==> src/rtl/fetch_port_arbiter.sv <==
// Round-robin arbiter sharing one instruction-memory fetch port between two IFU ways.
// One transaction in flight; a jump drains and discards it; a stalled memory trips a sticky timeout.
module fetch_port_arbiter #(
  parameter int ADDR_WIDTH = 32,
  parameter int DATA_WIDTH = 32,
  parameter int TIMEOUT    = 255
) (
  input  logic                  clk,
  input  logic                  reset,
  input  logic                  way1_request_i,
  input  logic [ADDR_WIDTH-1:0] way1_instAddr_i,
  output logic                  way1_dataOk_o,
  output logic [DATA_WIDTH-1:0] way1_inst_o,
  input  logic                  way2_request_i,
  input  logic [ADDR_WIDTH-1:0] way2_instAddr_i,
  output logic                  way2_dataOk_o,
  output logic [DATA_WIDTH-1:0] way2_inst_o,
  input  logic                  jumpFlag_i,
  output logic                  mem_request_o,
  output logic [ADDR_WIDTH-1:0] mem_instAddr_o,
  input  logic                  mem_dataOk_i,
  input  logic [DATA_WIDTH-1:0] mem_inst_i,
  output logic [1:0]            grant_o,
  output logic                  busy_o,
  output logic                  timeout_o
);

  localparam logic [1:0] S_IDLE  = 2'd0;
  localparam logic [1:0] S_BUSY  = 2'd1;
  localparam logic [1:0] S_DRAIN = 2'd2;

  localparam int CNT_W = (TIMEOUT > 1) ? $clog2(TIMEOUT + 1) : 1;
  // The transaction expires in its TIMEOUT-th outstanding cycle.
  localparam logic [CNT_W-1:0] EXPIRE_AT = CNT_W'((TIMEOUT > 0) ? TIMEOUT - 1 : 0);
  localparam logic [CNT_W-1:0] CNT_MAX   = '1;

  logic [1:0]            state_reg, state_next;
  logic                  owner_reg, owner_next;
  logic                  ptr_reg, ptr_next;
  logic [ADDR_WIDTH-1:0] addr_reg, addr_next;
  logic                  busy_reg, busy_next;
  logic [1:0]            grant_reg, grant_next;
  logic [CNT_W-1:0]      count_reg, count_next;
  logic                  timeout_reg, timeout_next;

  logic [1:0]            req;
  logic                  pick;
  logic                  expired;
  logic [1:0]            deliver;
  logic [1:0]            dataok_vec;
  logic [DATA_WIDTH-1:0] inst_vec [2];

  assign req     = {way2_request_i, way1_request_i};
  // ptr_reg names the favoured way (0 = way1) when both request.
  assign pick    = (req[0] && req[1]) ? ptr_reg : req[1];
  assign expired = (TIMEOUT != 0) && (count_reg == EXPIRE_AT);

  always_comb begin
    state_next   = state_reg;
    owner_next   = owner_reg;
    ptr_next     = ptr_reg;
    addr_next    = addr_reg;
    busy_next    = busy_reg;
    grant_next   = grant_reg;
    count_next   = count_reg;
    timeout_next = timeout_reg;
    deliver      = 2'b00;
    case (state_reg)
      S_IDLE: begin
        if ((|req) && !jumpFlag_i) begin
          state_next = S_BUSY;
          owner_next = pick;
          ptr_next   = ~pick;
          addr_next  = pick ? way2_instAddr_i : way1_instAddr_i;
          busy_next  = 1'b1;
          grant_next = pick ? 2'b10 : 2'b01;
          count_next = '0;
        end
      end
      S_BUSY, S_DRAIN: begin
        if (mem_dataOk_i) begin
          state_next = S_IDLE;
          busy_next  = 1'b0;
          grant_next = 2'b00;
          if (state_reg == S_BUSY && !jumpFlag_i) begin
            deliver = owner_reg ? 2'b10 : 2'b01;
          end
        end else if (expired) begin
          state_next   = S_IDLE;
          busy_next    = 1'b0;
          grant_next   = 2'b00;
          timeout_next = 1'b1;
        end else begin
          if (count_reg != CNT_MAX) begin
            count_next = count_reg + CNT_W'(1);
          end
          // Memory cannot be aborted, so a jump only marks the response for discard.
          if (jumpFlag_i) begin
            state_next = S_DRAIN;
          end
        end
      end
      default: state_next = S_IDLE;
    endcase
  end

  always_ff @(posedge clk) begin
    if (reset) begin
      state_reg   <= S_IDLE;
      owner_reg   <= 1'b0;
      ptr_reg     <= 1'b0;
      addr_reg    <= '0;
      busy_reg    <= 1'b0;
      grant_reg   <= 2'b00;
      count_reg   <= '0;
      timeout_reg <= 1'b0;
    end else begin
      state_reg   <= state_next;
      owner_reg   <= owner_next;
      ptr_reg     <= ptr_next;
      addr_reg    <= addr_next;
      busy_reg    <= busy_next;
      grant_reg   <= grant_next;
      count_reg   <= count_next;
      timeout_reg <= timeout_next;
    end
  end

  genvar gi;
  generate
    for (gi = 0; gi < 2; gi++) begin : g_way
      logic                  dataok_reg;
      logic [DATA_WIDTH-1:0] inst_reg;

      // The instruction bus holds the last response delivered to this way.
      always_ff @(posedge clk) begin
        if (reset) begin
          dataok_reg <= 1'b0;
          inst_reg   <= '0;
        end else begin
          dataok_reg <= deliver[gi];
          if (deliver[gi]) begin
            inst_reg <= mem_inst_i;
          end
        end
      end

      assign dataok_vec[gi] = dataok_reg;
      assign inst_vec[gi]   = inst_reg;
    end
  endgenerate

  assign way1_dataOk_o  = dataok_vec[0];
  assign way2_dataOk_o  = dataok_vec[1];
  assign way1_inst_o    = inst_vec[0];
  assign way2_inst_o    = inst_vec[1];
  assign mem_request_o  = busy_reg;
  assign mem_instAddr_o = addr_reg;
  assign grant_o        = grant_reg;
  assign busy_o         = busy_reg;
  assign timeout_o      = timeout_reg;

endmodule

==> config.mk <==
export PLATFORM = sky130hd
export DESIGN_NAME = fetch_port_arbiter
export DESIGN_NICKNAME = d
export VERILOG_FILES = /design/src/rtl/fetch_port_arbiter.sv
export SDC_FILE = /design/constraint.sdc
export NUM_CORES = 1
export LEC_CHECK = 0
export BUFFER_PORTS_ARGS = -buffer_cell sky130_fd_sc_hd__buf_4
export CORE_MARGIN = 5
export CORE_UTILIZATION = 40
export CTS_CLUSTER_DIAMETER = 80
export DETAILED_ROUTE_END_ITERATION = 7
export PLACE_DENSITY_LB_ADDON = 0.3
export SETUP_SLACK_MARGIN = 0.02
export SLEW_MARGIN = 20
export SYNTH_ARGS = -nofsm -noshare
export SYNTH_HDL_FRONTEND = slang
export SYNTH_SLANG_ARGS = --single-unit
==> constraint.sdc <==
create_clock -name clk -period 2.35 [get_ports clk]
set_clock_uncertainty 0.2 [all_clocks]
set_input_delay 0.1175 -clock clk [delete_from_list [all_inputs] [get_ports clk]]
set_output_delay 0.1175 -clock clk [all_outputs]
set_load 0.03 [all_outputs]
# --- Word-level counts from Yosys, hierarchy flattened ---
# Index checks and enable logic that the tools add are counted.
totals:
  latch_bits: 0
  in_bits: 102
  ramBits: 0
  wordCells: 63
  mem_count: 0
  ff_bits: 114
  rom_bits: 0
op_classes:
  eq_ne: 10
  div_mod_pow: 0
  mux: 25
  magnitude_cmp: 0
  n_bitwise: 2
  n_mul: 0
  reduce_logical: 13
  shifts: 0
  n_addsub: 1
ops:
  columns: ["op", "n"]
  rows:
  - ["$mux 32", 1]
  - ["$mux 8", 4]
  - ["$mux 2", 12]
  - ["$pmux 8 s2", 1]
  - ["$add 8x1->8 const B", 1]
  - ["$eq 8x8->1 const B", 1]
  - ["$ne 2x2->1 const B", 4]
  - ["$ne 8x8->1 const B", 1]
  - ["$pmux 2 s2", 2]
  - ["$reduce_and 3->1", 2]
  - ["$reduce_and 5->1", 1]
  - ["$mux 1", 4]
  - ["$ne 4x4->1 const B", 1]
  - ["$reduce_and 2->1", 2]
  - ["$reduce_or 2->1", 2]
  - ["$logic_and 1x1->1", 3]
  - ["$ne 3x3->1 const B", 1]
  - ["$eq 2x1->1 const B", 1]
  - ["$eq 2x2->1 const B", 1]
  - ["$logic_not 2->1", 1]
  - ["$not 1->1", 2]
  - ["$pmux 1 s2", 1]
  - ["$reduce_bool 2->1", 1]
  - ["$logic_not 1->1", 1]

# --- Longest topological paths before layout ---
# Gate-level depths: netlist of run 1.
depth:
  depth_word: 5
  mapped_depth: 8
  mapped_depth_nobuf: 6

# --- Least setup slack after synthesis of run 1 ---
# OpenSTA, ideal clock, no wires.
synth_path:
  kind: "register -> register"
  from: "register state_reg[0]"
  to: "register count_reg[1]"
  setup_ns: 0.075
  n_path_buf: 0
  slack_ns: 0.334
  path_stages_with_launch: 7
  period_less_slack_ns: 2.016
  t_arrival_ns: 1.741
  t_required_ns: 2.075
  path_cell_list: "dfxtp_1 > inv_1 > ha_1 > nand2b_2 > a22o_4 > or4_1 > o22ai_1"
synth_between:
  elab_chain_cells: 4
synth_rtl:
  columns: ["item", "line", "text"]
  rows:
  - ["start: declaration", "37", "logic [1:0] state_reg, state_next;"]
  - ["start signal: assignment", "118", "state_reg <= state_next;"]
  - ["$eq 2x1->1 / $eq 2x2->1 (equally long branches)", "68", "case (state_reg)"]
  - ["$reduce_or 2->1", "68", null]
  - ["$ne 2x2->1 (no line) / $reduce_bool 2->1 (equally long branches)", null, null]
  - ["$reduce_and 5->1 (no line)", null, null]
  - ["end signal: assignment", "124", "count_reg <= count_next;"]
  - ["end: declaration", "43", "logic [CNT_W-1:0] count_reg, count_next;"]
# Several ways; a longest one is shown, not always the timed one.
# A chain may end at the register's enable or synchronous reset.

# --- Worst setup path after layout of run 1 ---
# Same ends and word-level chain as after synthesis.

==> reports/qor.yml, run 1 <==
final_layout:
  fin_cells: 987
  drive_gt1_share_pct: 30.52
  multiInputGateArea_um2: 2117
  fin_nets: 938
  n_fill_cell: 818
  syn_to_final_growth_pct: 72.17
  seqCellArea_um2: 2282
worst_setup_path:
  startpoint_type: "flop"
  cp.arrival_ns: 2.35
  cp.buffers_inverters: 1
  crit_path_end_kind: "flop"
  crit_path_top_delay_cell: "or4_1"
  r2r_setup_slack_ns: 0.12
  timing.rr.end: "count_reg[1]"
  path_class: "flop to flop"
  worstReg2RegStart: "state_reg[0]"
  path_cells: "inv_1 -> ha_2 -> nand2b_2 -> a22o_4 -> or4_1 -> o22ai_1"
  cp_max_fo: 7
  slowest_delay_ns: 0.48
  critPathTopFamily: "simple AND/OR/NAND/NOR gates"
  cp.required_ns: 2.46
  r2r_cells: 6
clock_network:
  cts_made_buffers: 17
  cts_sinks: 114
  cts_buffer_depth: 2
  tritoncts: "done"
  htreeDepth: 4
  insertion_delay_ns: 0.40
  root_buffer: "clkbuf_16"
  clk_pin_slew_worst_paths_ns: 0.06
synthesis:
  synthMuxAreaShare_pct: 7.665
  synth_edf_count: 0
  avgSynthCellArea_um2: 8.509
  synth_compound_area_share_pct: 17.91
  synth_ff_type: "dfxtp_1"
  synth_largest_area_cell: "dfxtp_1"
  ys_ff_latch: 114
  postSynthNetCount: 649
  synth_fa_ha_area_share_pct: 1.631
  ys_top_cells_by_count: "133 x nand2_1, 114 x dfxtp_1, 75 x a21oi_1"
  ys_top_cells_by_area: "dfxtp_1 50%, nand2_1 11%, a21oi_1 8.2%, mux2i_1 7.2%, a211oi_1 5.4%"
  syn_inst: 541
  yosysWarnings: 0
  synth-simple-area-share_pct: 17.99
  synth_xor_area_share_pct: 0
  synth_cell_types: 39
  synthArstFlopShare_pct: 0
  yosysTopAreaCellShare_pct: 49.58
  ys_seq_area_share_pct: 49.58
  syn_area_um2: 4603
  synth_top_family_by_area: "simple AND/OR/NAND/NOR gates"
  synth.most_common_cell: "nand2_1"
sta:
  worst_slew_pin_slew_ns: 0.5029
  finalHoldViolations: 0
  max-slew-margin-rel_pct: 66.48
  period_needed_ns: 2.231
  rsz0062_at_grt: "false"
  finalCritPeriodShare_pct: 94.95
  max_freq_ghz: 0.4481
  setup_viol: 0
  finalSetupTns_ns: 0
  report.final.slew_viol_count: 0
routing:
  wire_per_inst_um: 15.77
  ant_nets: 0
  drc_errors: 0
  route.final.wire_length_um: 15560
  via_per_inst: 5.138
  drt_iter0_markers: 310
  firstDrtPassIters: 6
  vias: 5071
grt:
  grt_pass1_wl_um: 24320
  grt_max_degree: 68
  grt.overflow.total: 0
  grt_pass1_vias: 5263
  grtUsageTotal_pct: 22.53
  antenna_found_initial: 2
placement:
  dp_cells: 854
  place_hpwl_um: 9619
  routabilityCongestion: 0.8379
  port_buffers: 204
outcome:
  outcome: "complete, no violations"
min_path:
  hold-path-cell-count: 5
  hold_end: "ptr_reg"
  hold_path_class: "input port to flop"
  hold_path_startpoint: "way1_request_i"
power:
  irDropWorstVdd_v: 0.0005613
  leakage_nw: 3.445
  powerDensity_nw_per_um2: 759.8
die:
  dieHeight_um: 117.3
  initial_utilization_pct: 40.49
  coreArea_um2: 11370
  ioPinCount: 205
  die_area_um2: 13750
  floorplan.rows: 39
  fp.dieW_um: 117.3
flow_run:
  max_cap_violations: 0
-- worst max-delay path by stage --
stage	from	slack (ns)	to	cells past startpoint
6_report	state_reg[0]	0.12	count_reg[1]	6
5_1_grt	state_reg[0]	0.04	count_reg[1]	6
4_1_cts	state_reg[0]	0.13	count_reg[1]	6
3_5_place_dp	state_reg[0]	0.16	way2_inst_o[31]	6
3_3_place_gp	state_reg[0]	0.25	way2_inst_o[3]	6
2_1_floorplan	state_reg[0]	0.33	count_reg[1]	6
-- area by class of cell --
cell class / count / area share (%)
flip-flops and latches: 114 / 28.80
multi-input cells: 376 / 26.71
clock buffers: 20 / 5.763
repair buffers: 312 / 33.66
diodes: 2 / 0.06315
well taps: 143 / 2.258
inverters: 9 / 0.4263
clock inverters: 11 / 2.321
-- cells by family (layout without fill, tap and decap cells) --
group | count (synthesis) | in the layout
mux | 35 | 35
compound gates | 133 | 133
flops | 114 | 114
fa+ha+maj | 6 | 6
other cells | 0 | 2
simple gates | 202 | 202
buf+inv | 51 | 352
-- cell usage in the layout, fill, tap and decap left out, types with 3 or more instances in the layout --
master	count
a211oi_1	33
a21oi_1	75
a41oi_1	3
and3_1	3
buf_12	6
buf_4	206
bufinv_16	5
clkbuf_16	17
clkinv_2	5
dfxtp_1	114
dlygate4sd3_1	100
ha_1	5
inv_1	9
mux2i_1	33
nand2_1	133
nand2b_1	3
nand3_1	5
nor2_1	40
nor3_1	3
o21ai_0	6
o32ai_1	3
-- metrics by stage --
stage / area (µm²) / total power [mW] / util [%] / worst slack (ns) / hold slack, ns
finish: 7925 / 6.022 / 69.70 / 0.1186 / 0.04402
detailed placement: 6266 / 3.082 / 55.11 / 0.1633 / 0.1835
global placement: 6266 / 3.056 / 55.11 / 0.2531 / 0.1744
floorplan: 4603 / 2.692 / - / 0.3345 / 0.05351
CTS: 7908 / 6.024 / 69.55 / 0.1257 / 0.02558
global route: 7925 / 6.246 / 69.70 / 0.03956 / 0.06722
-- worst min-delay path: stages --
cell	delay (ns)
buf_4	0.13
inv_1	0.09
o21ai_4	0.08
mux2i_1	0.13
nor2_1	0.05
-- where the power goes --
| group | switching [mW] | total [mW] | internal (mW) |
|---|---|---|---|
| Combinational | 0.594 | 1.14 | 0.543 |
| Clock | 0.871 | 2.79 | 1.92 |
| Sequential | 0.0583 | 2.09 | 2.03 |
-- layer usage --
layer  part of all wire, %  track usage (%)
met1                    35            23.05
met5                     0                0
met2                    54            40.35
met4                   4.8            12.54
met3                   5.7            7.249
-- repair_timing --
item,in CTS,in global routing
hold buffers,100,0
setup endpoints to repair,0,31
gates resized for setup,0,3
buffers inserted,0,0
hold endpoints to repair,105,0
(Power assumes the default switching activity.)
==> run 2: changes to the inputs <==
CELL_PAD_IN_SITES_DETAIL_PLACEMENT = 2   (was unset)
CELL_PAD_IN_SITES_GLOBAL_PLACEMENT = 2   (was unset)
CORE_MARGIN = unset   (was 5)
CORE_UTILIZATION = 26   (was 40)
RECOVER_POWER = 50   (was unset)
==> run 2 against run 1 <==
- sequential share of layout area increased by 1.5 points
- worst hold slack got worse by 0.015 ns
- critical path depth shrank 1
- critical endpoint is now mem_instAddr_o[21]
- largest cell class is now flip-flops and latches
==> reports/qor.yml, run 2 (synthesis results as in run 1) <==
clock_network:
  clk_pin_slew_worst_paths_ns: 0.06  # about the same
  cts_made_buffers: 17  # unchanged
  root_buffer: "clkbuf_16"
  htreeDepth: 4  # unchanged
  post_cts_buffers: 0  # unchanged
  cts_sinks: 114  # unchanged
  cts_buffer_depth: 2  # unchanged
  tritoncts: "done"
  insertion_delay_ns: 0.42  # +0.02 ns
die:
  floorplan.rows: 48  # +23%
  die_area_um2: 18240  # +33%
  dieHeight_um: 135.1  # +15%
  initial_utilization_pct: 26.61  # -14 points
  coreArea_um2: 17300  # +52%
  fp.dieW_um: 135.1  # +15%
  ioPinCount: 205  # unchanged
routing:
  firstDrtPassIters: 4  # -2
  via_per_inst: 4.844  # -5.7%
  route.final.wire_length_um: 21200  # +36%
  drt_iter0_markers: 161  # -48%
  vias: 5164  # +1.8%
  ant_nets: 0  # unchanged
  wire_per_inst_um: 19.89  # +26%
  drc_errors: 0  # unchanged
sta:
  period_needed_ns: 2.254  # +0.02218 ns
  report.final.slew_viol_count: 0  # unchanged
  finalCritPeriodShare_pct: 95.90  # +0.94 points
  finalSetupTns_ns: 0  # unchanged
  max-slew-margin-rel_pct: 63.52  # -3.0 points
  rsz0062_at_grt: "false"
  worst_slew_pin_slew_ns: 0.5471  # +0.04426 ns
  setup_viol: 0  # unchanged
  hold_slack_ns: 0.02926  # -0.01476 ns
  finalHoldViolations: 0  # unchanged
  max_freq_ghz: 0.4437  # -0.98%
power:
  combPwrFrac_pct: 19.6  # +0.7 points
  p_int_mw: 3.979  # -12%
  pwr-share-clk_pct: 44.1  # -2.3 points
  power_switching_mw: 1.799  # +18%
  irDropWorstVdd_v: 0.0004966  # -12%
  finalPower_mw: 5.779  # -4.0%
  seqPwrFrac_pct: 36.3  # +1.6 points
  leakage_nw: 2.944  # -15%
  swShare_pct: 31.14  # +5.8 points
  powerDensity_nw_per_um2: 768.4  # +1.1%
final_layout:
  seqCellArea_um2: 2282  # unchanged
  fin_nets: 936  # -0.21%
  layout_common_cells: "133 x nand2_1, 114 x dfxtp_1, 103 x buf_4, 103 x clkbuf_1, 98 x dlygate4sd3_1"
  syn_to_final_growth_pct: 63.39
  multiInputGateArea_um2: 2120  # +0.12%
  n_fill_cell: 1951  # +140%
  layout_commonest_cell: "nand2_1"
  antenna_cells: 0  # -2
  drive_gt1_share_pct: 18.43  # -12 points
  final_util_pct: 43.48  # -26 points
placement:
  port_buffers: 204  # unchanged
  routabilityCongestion: 0.7768  # -7.3%
  place_hpwl_um: 11780  # +22%
outcome:
  outcome: "complete, no violations"
worst_setup_path:
  slowest_delay_ns: 0.58  # +0.10 ns
  path_class: "flop to flop"
  crit_start: "ptr_reg"
  startpoint_type: "flop"
  critPathTopFamily: "buffers and inverters"
  crit_path_top_delay_cell: "dlygate4sd3_1"
  cp.buffers_inverters: 2  # +1
  crit_path_end_kind: "flop"
  path_cells: "o21ai_4 -> buf_6 -> mux2i_1 -> dlygate4sd3_1 -> a211oi_1"
  cp_max_fo: 26  # +19
  worstReg2RegStart: "ptr_reg"
  cp.arrival_ns: 2.36  # about the same
  cp.required_ns: 2.45  # about the same
min_path:
  hold_path_startpoint: "way1_request_i"
  hold_path_class: "input port to flop"
grt:
  grt_max_degree: 77  # +13%
  grt_pass1_vias: 5821  # +11%
  grtUsageTotal_pct: 23.98  # +1.4 points
  grt_pass1_wl_um: 32620  # +34%
  grt.overflow.total: 0  # unchanged
  antenna_found_initial: 0  # -2
flow_run:
  max_cap_violations: 0  # unchanged
==> run 2: final cells by class <==
type | count | share of cell area, %
sequential | 114 | 30.34
timing repair buffer | 310 | 29.66
multi-input combinational | 376 | 28.18
clock buffer | 17 | 5.656
tap | 225 | 3.743
clock inverter | 15 | 1.963
inverter | 9 | 0.4492
==> run 2: timing repair <==
action | in CTS | in global routing
hold endpoints to repair | 99 | 0
gates resized for setup | 0 | 3
hold buffers | 98 | 0
setup endpoints to repair | 0 | 43
==> run 2: power groups by stage <==
| stage | Clock [mW] | Sequential [mW] | Combinational (mW) |
|---|---|---|---|
| floorplan | 0 | 2.29 | 0.398 |
| global placement | 0 | 2.12 | 0.949 |
| detailed placement | 0 | 2.13 | 0.991 |
| CTS | 2.58 | 2.09 | 1.16 |
| global route | 2.69 | 2.11 | 1.20 |
| finish | 2.55 | 2.10 | 1.13 |
==> run 2: final timing paths <==
check | endpoint | slack (ns) | cells after the start
min | owner_reg | 0.03 | 5
min reg2reg | way2_inst_o[6] | 0.26 | 2
max reg2reg | mem_instAddr_o[21] | 0.1 | 5
max | mem_instAddr_o[21] | 0.1 | 5
==> run 2: metrics by stage <==
stage          setup slack [ns]  area (µm²)  std cells
2_1_floorplan            0.3345        4603        541
3_3_place_gp             0.2332        6356        936
3_5_place_dp            0.09118        6356        936
4_1_cts                 0.08481        7910       1066
5_1_grt                 0.02113        7521       1066
6_report                0.09640        7521       1066
==> run 2: routing by layer <==
layer,GRT usage [%],vias up,part of all wire (%)
met1,23.85,2551,36
li1,-,2427,-
met4,11.49,0,3.7
met5,0,-,0
met2,46.31,138,56
met3,5.668,48,3.8
==> run 2: tightest hold or removal path, delay by kind of cell <==
kind,cells,cell delay (ns)
buf+inv,1,0.10
compound gates,1,0.09
simple gates,2,0.14
mux,1,0.16
==> run 3: changes to the inputs <==
CORE_UTILIZATION = 27   (was 26)
CTS_BUF_LIST = sky130_fd_sc_hd__clkbuf_4 sky130_fd_sc_hd__clkbuf_8   (was unset)
SLEW_MARGIN = 5   (was 20)
==> run 3 against run 2 <==
- cell count shrank 0.47%
- critical endpoint is now mem_instAddr_o[7]
- largest power group is now sequential cells
- worst hold slack gained 0.011 ns
- highest routed layer unchanged
- clock-buffer cell count grew 3
==> reports/qor.yml, run 3 (synthesis results as in run 1) <==
routing:
  route.final.wire_length_um: 21730  # +2.5%
  drt_iter0_markers: 153  # -5.0%
  ant_nets: 0  # unchanged
  via_per_inst: 4.893  # +1.0%
  drc_errors: 0  # unchanged
  firstDrtPassIters: 4  # unchanged
  vias: 5192  # +0.54%
  wire_per_inst_um: 20.48  # +2.9%
die:
  initial_utilization_pct: 27.66  # +1.0 points
  fp.dieW_um: 132.6  # -1.8%
  die_area_um2: 17570  # -3.7%
  ioPinCount: 205  # unchanged
  floorplan.rows: 47  # -2.1%
  coreArea_um2: 16640  # -3.8%
  dieHeight_um: 132.6  # -1.8%
clock_network:
  insertion_delay_ns: 0.43  # about the same
  post_cts_buffers: 0  # unchanged
  clk_pin_slew_worst_paths_ns: 0.07  # about the same
  htreeDepth: 4  # unchanged
  cts_buffer_depth: 2  # unchanged
  cts_made_buffers: 17  # unchanged
  root_buffer: "clkbuf_8"
  cts_sinks: 114  # unchanged
  tritoncts: "done"
grt:
  antenna_found_initial: 0  # unchanged
  grtUsageTotal_pct: 25.06  # +1.1 points
  grt_pass1_vias: 6115  # +5.1%
  grt.overflow.total: 0  # unchanged
  grt_max_degree: 65  # -16%
  grt_pass1_wl_um: 33690  # +3.3%
power:
  finalPower_mw: 5.194  # -10%
  irDropWorstVdd_v: 0.0002850  # -43%
  powerDensity_nw_per_um2: 704.2  # -8.4%
  leakage_nw: 2.891  # -1.8%
outcome:
  outcome: "complete, no violations"
sta:
  period_needed_ns: 2.289  # +0.03547 ns
  finalHoldViolations: 0  # unchanged
  report.final.slew_viol_count: 0  # unchanged
  max_freq_ghz: 0.4369  # -1.5%
  finalSetupTns_ns: 0  # unchanged
  finalCritPeriodShare_pct: 97.41  # +1.5 points
  setup_viol: 0  # unchanged
  max-slew-margin-rel_pct: 51.82  # -12 points
  worst_slew_pin_slew_ns: 0.7227  # +0.1756 ns
  rsz0062_at_grt: "false"
worst_setup_path:
  cp_max_fo: 21  # -19%
  cp.required_ns: 2.44  # about the same
  cp.arrival_ns: 2.38  # +0.02 ns
  r2r_setup_slack_ns: 0.06  # -0.04 ns
  crit_path_end_kind: "flop"
  path_class: "flop to flop"
  startpoint_type: "flop"
flow_run:
  max_cap_violations: 0  # unchanged
final_layout:
  layout_common_cells: "133 x nand2_1, 114 x dfxtp_1, 106 x buf_4"
  drive_gt1_share_pct: 18.67  # +0.24 points
  fin_nets: 938  # +0.21%
  syn_to_final_growth_pct: 60.23
  layout_commonest_cell: "nand2_1"
  antenna_cells: 0  # unchanged
min_path:
  hold_path_class: "input port to flop"
placement:
  port_buffers: 204  # unchanged
  place_hpwl_um: 11990  # +1.8%
  routabilityCongestion: 0.7825  # +0.73%
[run 3: cell types whose count changed in the layout (fill, tap and decap cells not counted), moves of 2 or more]
cell and change:
inv_6 -7, clkinv_2 +3, clkbuf_8 +19, clkbuf_16 -17, clkinvlp_4 -2, bufinv_16 +2, buf_4 +3
[run 3: where the power goes]
| group | total (mW) | internal, mW | leakage [nW] | switching (mW) |
|---|---|---|---|---|
| registers | 2.10 | 2.03 | 0.926 | 0.0700 |
| clock network | 1.94 | 1.10 | 0.208 | 0.835 |
| logic | 1.16 | 0.481 | 1.76 | 0.676 |
| total | 5.19 | 3.61 | 2.89 | 1.58 |
[run 3: final timing paths]
| check | cells after the start | end | startpoint |
|---|---|---|---|
| worst max-delay path | 5 | mem_instAddr_o[7] | ptr_reg |
| worst min-delay path | 2 | timeout_o | reset |
| worst max register to register | 5 | mem_instAddr_o[7] | ptr_reg |
| worst min register to register | 2 | way2_inst_o[21] | way2_inst_o[21] |
[run 3: final cells by class]
cell class	count	area [µm²]
Tap cell	220	275.3
Clock inverter	10	135.1
Clock buffer	20	269.0
Sequential cell	114	2282
Timing Repair Buffer	312	2248
Inverter	9	33.78
Fill cell	1888	9266
Multi-Input combinational cell	376	2132
[run 3: routing by layer]
metal / GRT usage (%) / part of all wire (%) / up-vias
met3: 5.287 / 4.2 / 51
met2: 50.38 / 57 / 158
met4: 13.22 / 3.9 / 0
li1: - / - / 2423
met5: 0 / 0 / -
met1: 23.29 / 35 / 2560
[run 3: per-stage QoR]
step | cells | instance area, µm² | worst slack (ns) | util (%) | hold WS, ns
final | 1061 | 7376 | 0.06092 | 44.32 | 0.03986
after global routing | 1061 | 7376 | 0.03172 | 44.32 | 0.06409
after CTS | 1061 | 7737 | 0.08716 | 46.49 | 0.009749
after detailed placement | 934 | 6360 | 0.02547 | 38.22 | 0.1875
after global placement | 934 | 6360 | 0.1947 | 38.22 | 0.1758
after floorplan | 541 | 4603 | 0.3345 | - | 0.05351
[run 3: timing repair]
action	4_1_cts	5_1_grt
resized for setup	1	5
endpoints found under the hold margin	98	0
hold buffers	97	0
pin swaps	0	0
setup endpoints to repair	3	22
[run 3: worst max-delay path: stages (launching register included)]
cell and delay (ns):
dfxtp_1 0.35, o21ai_4 0.17, buf_6 0.28, mux2i_1 0.12, dlygate4sd3_1 0.58, a211oi_1 0.43
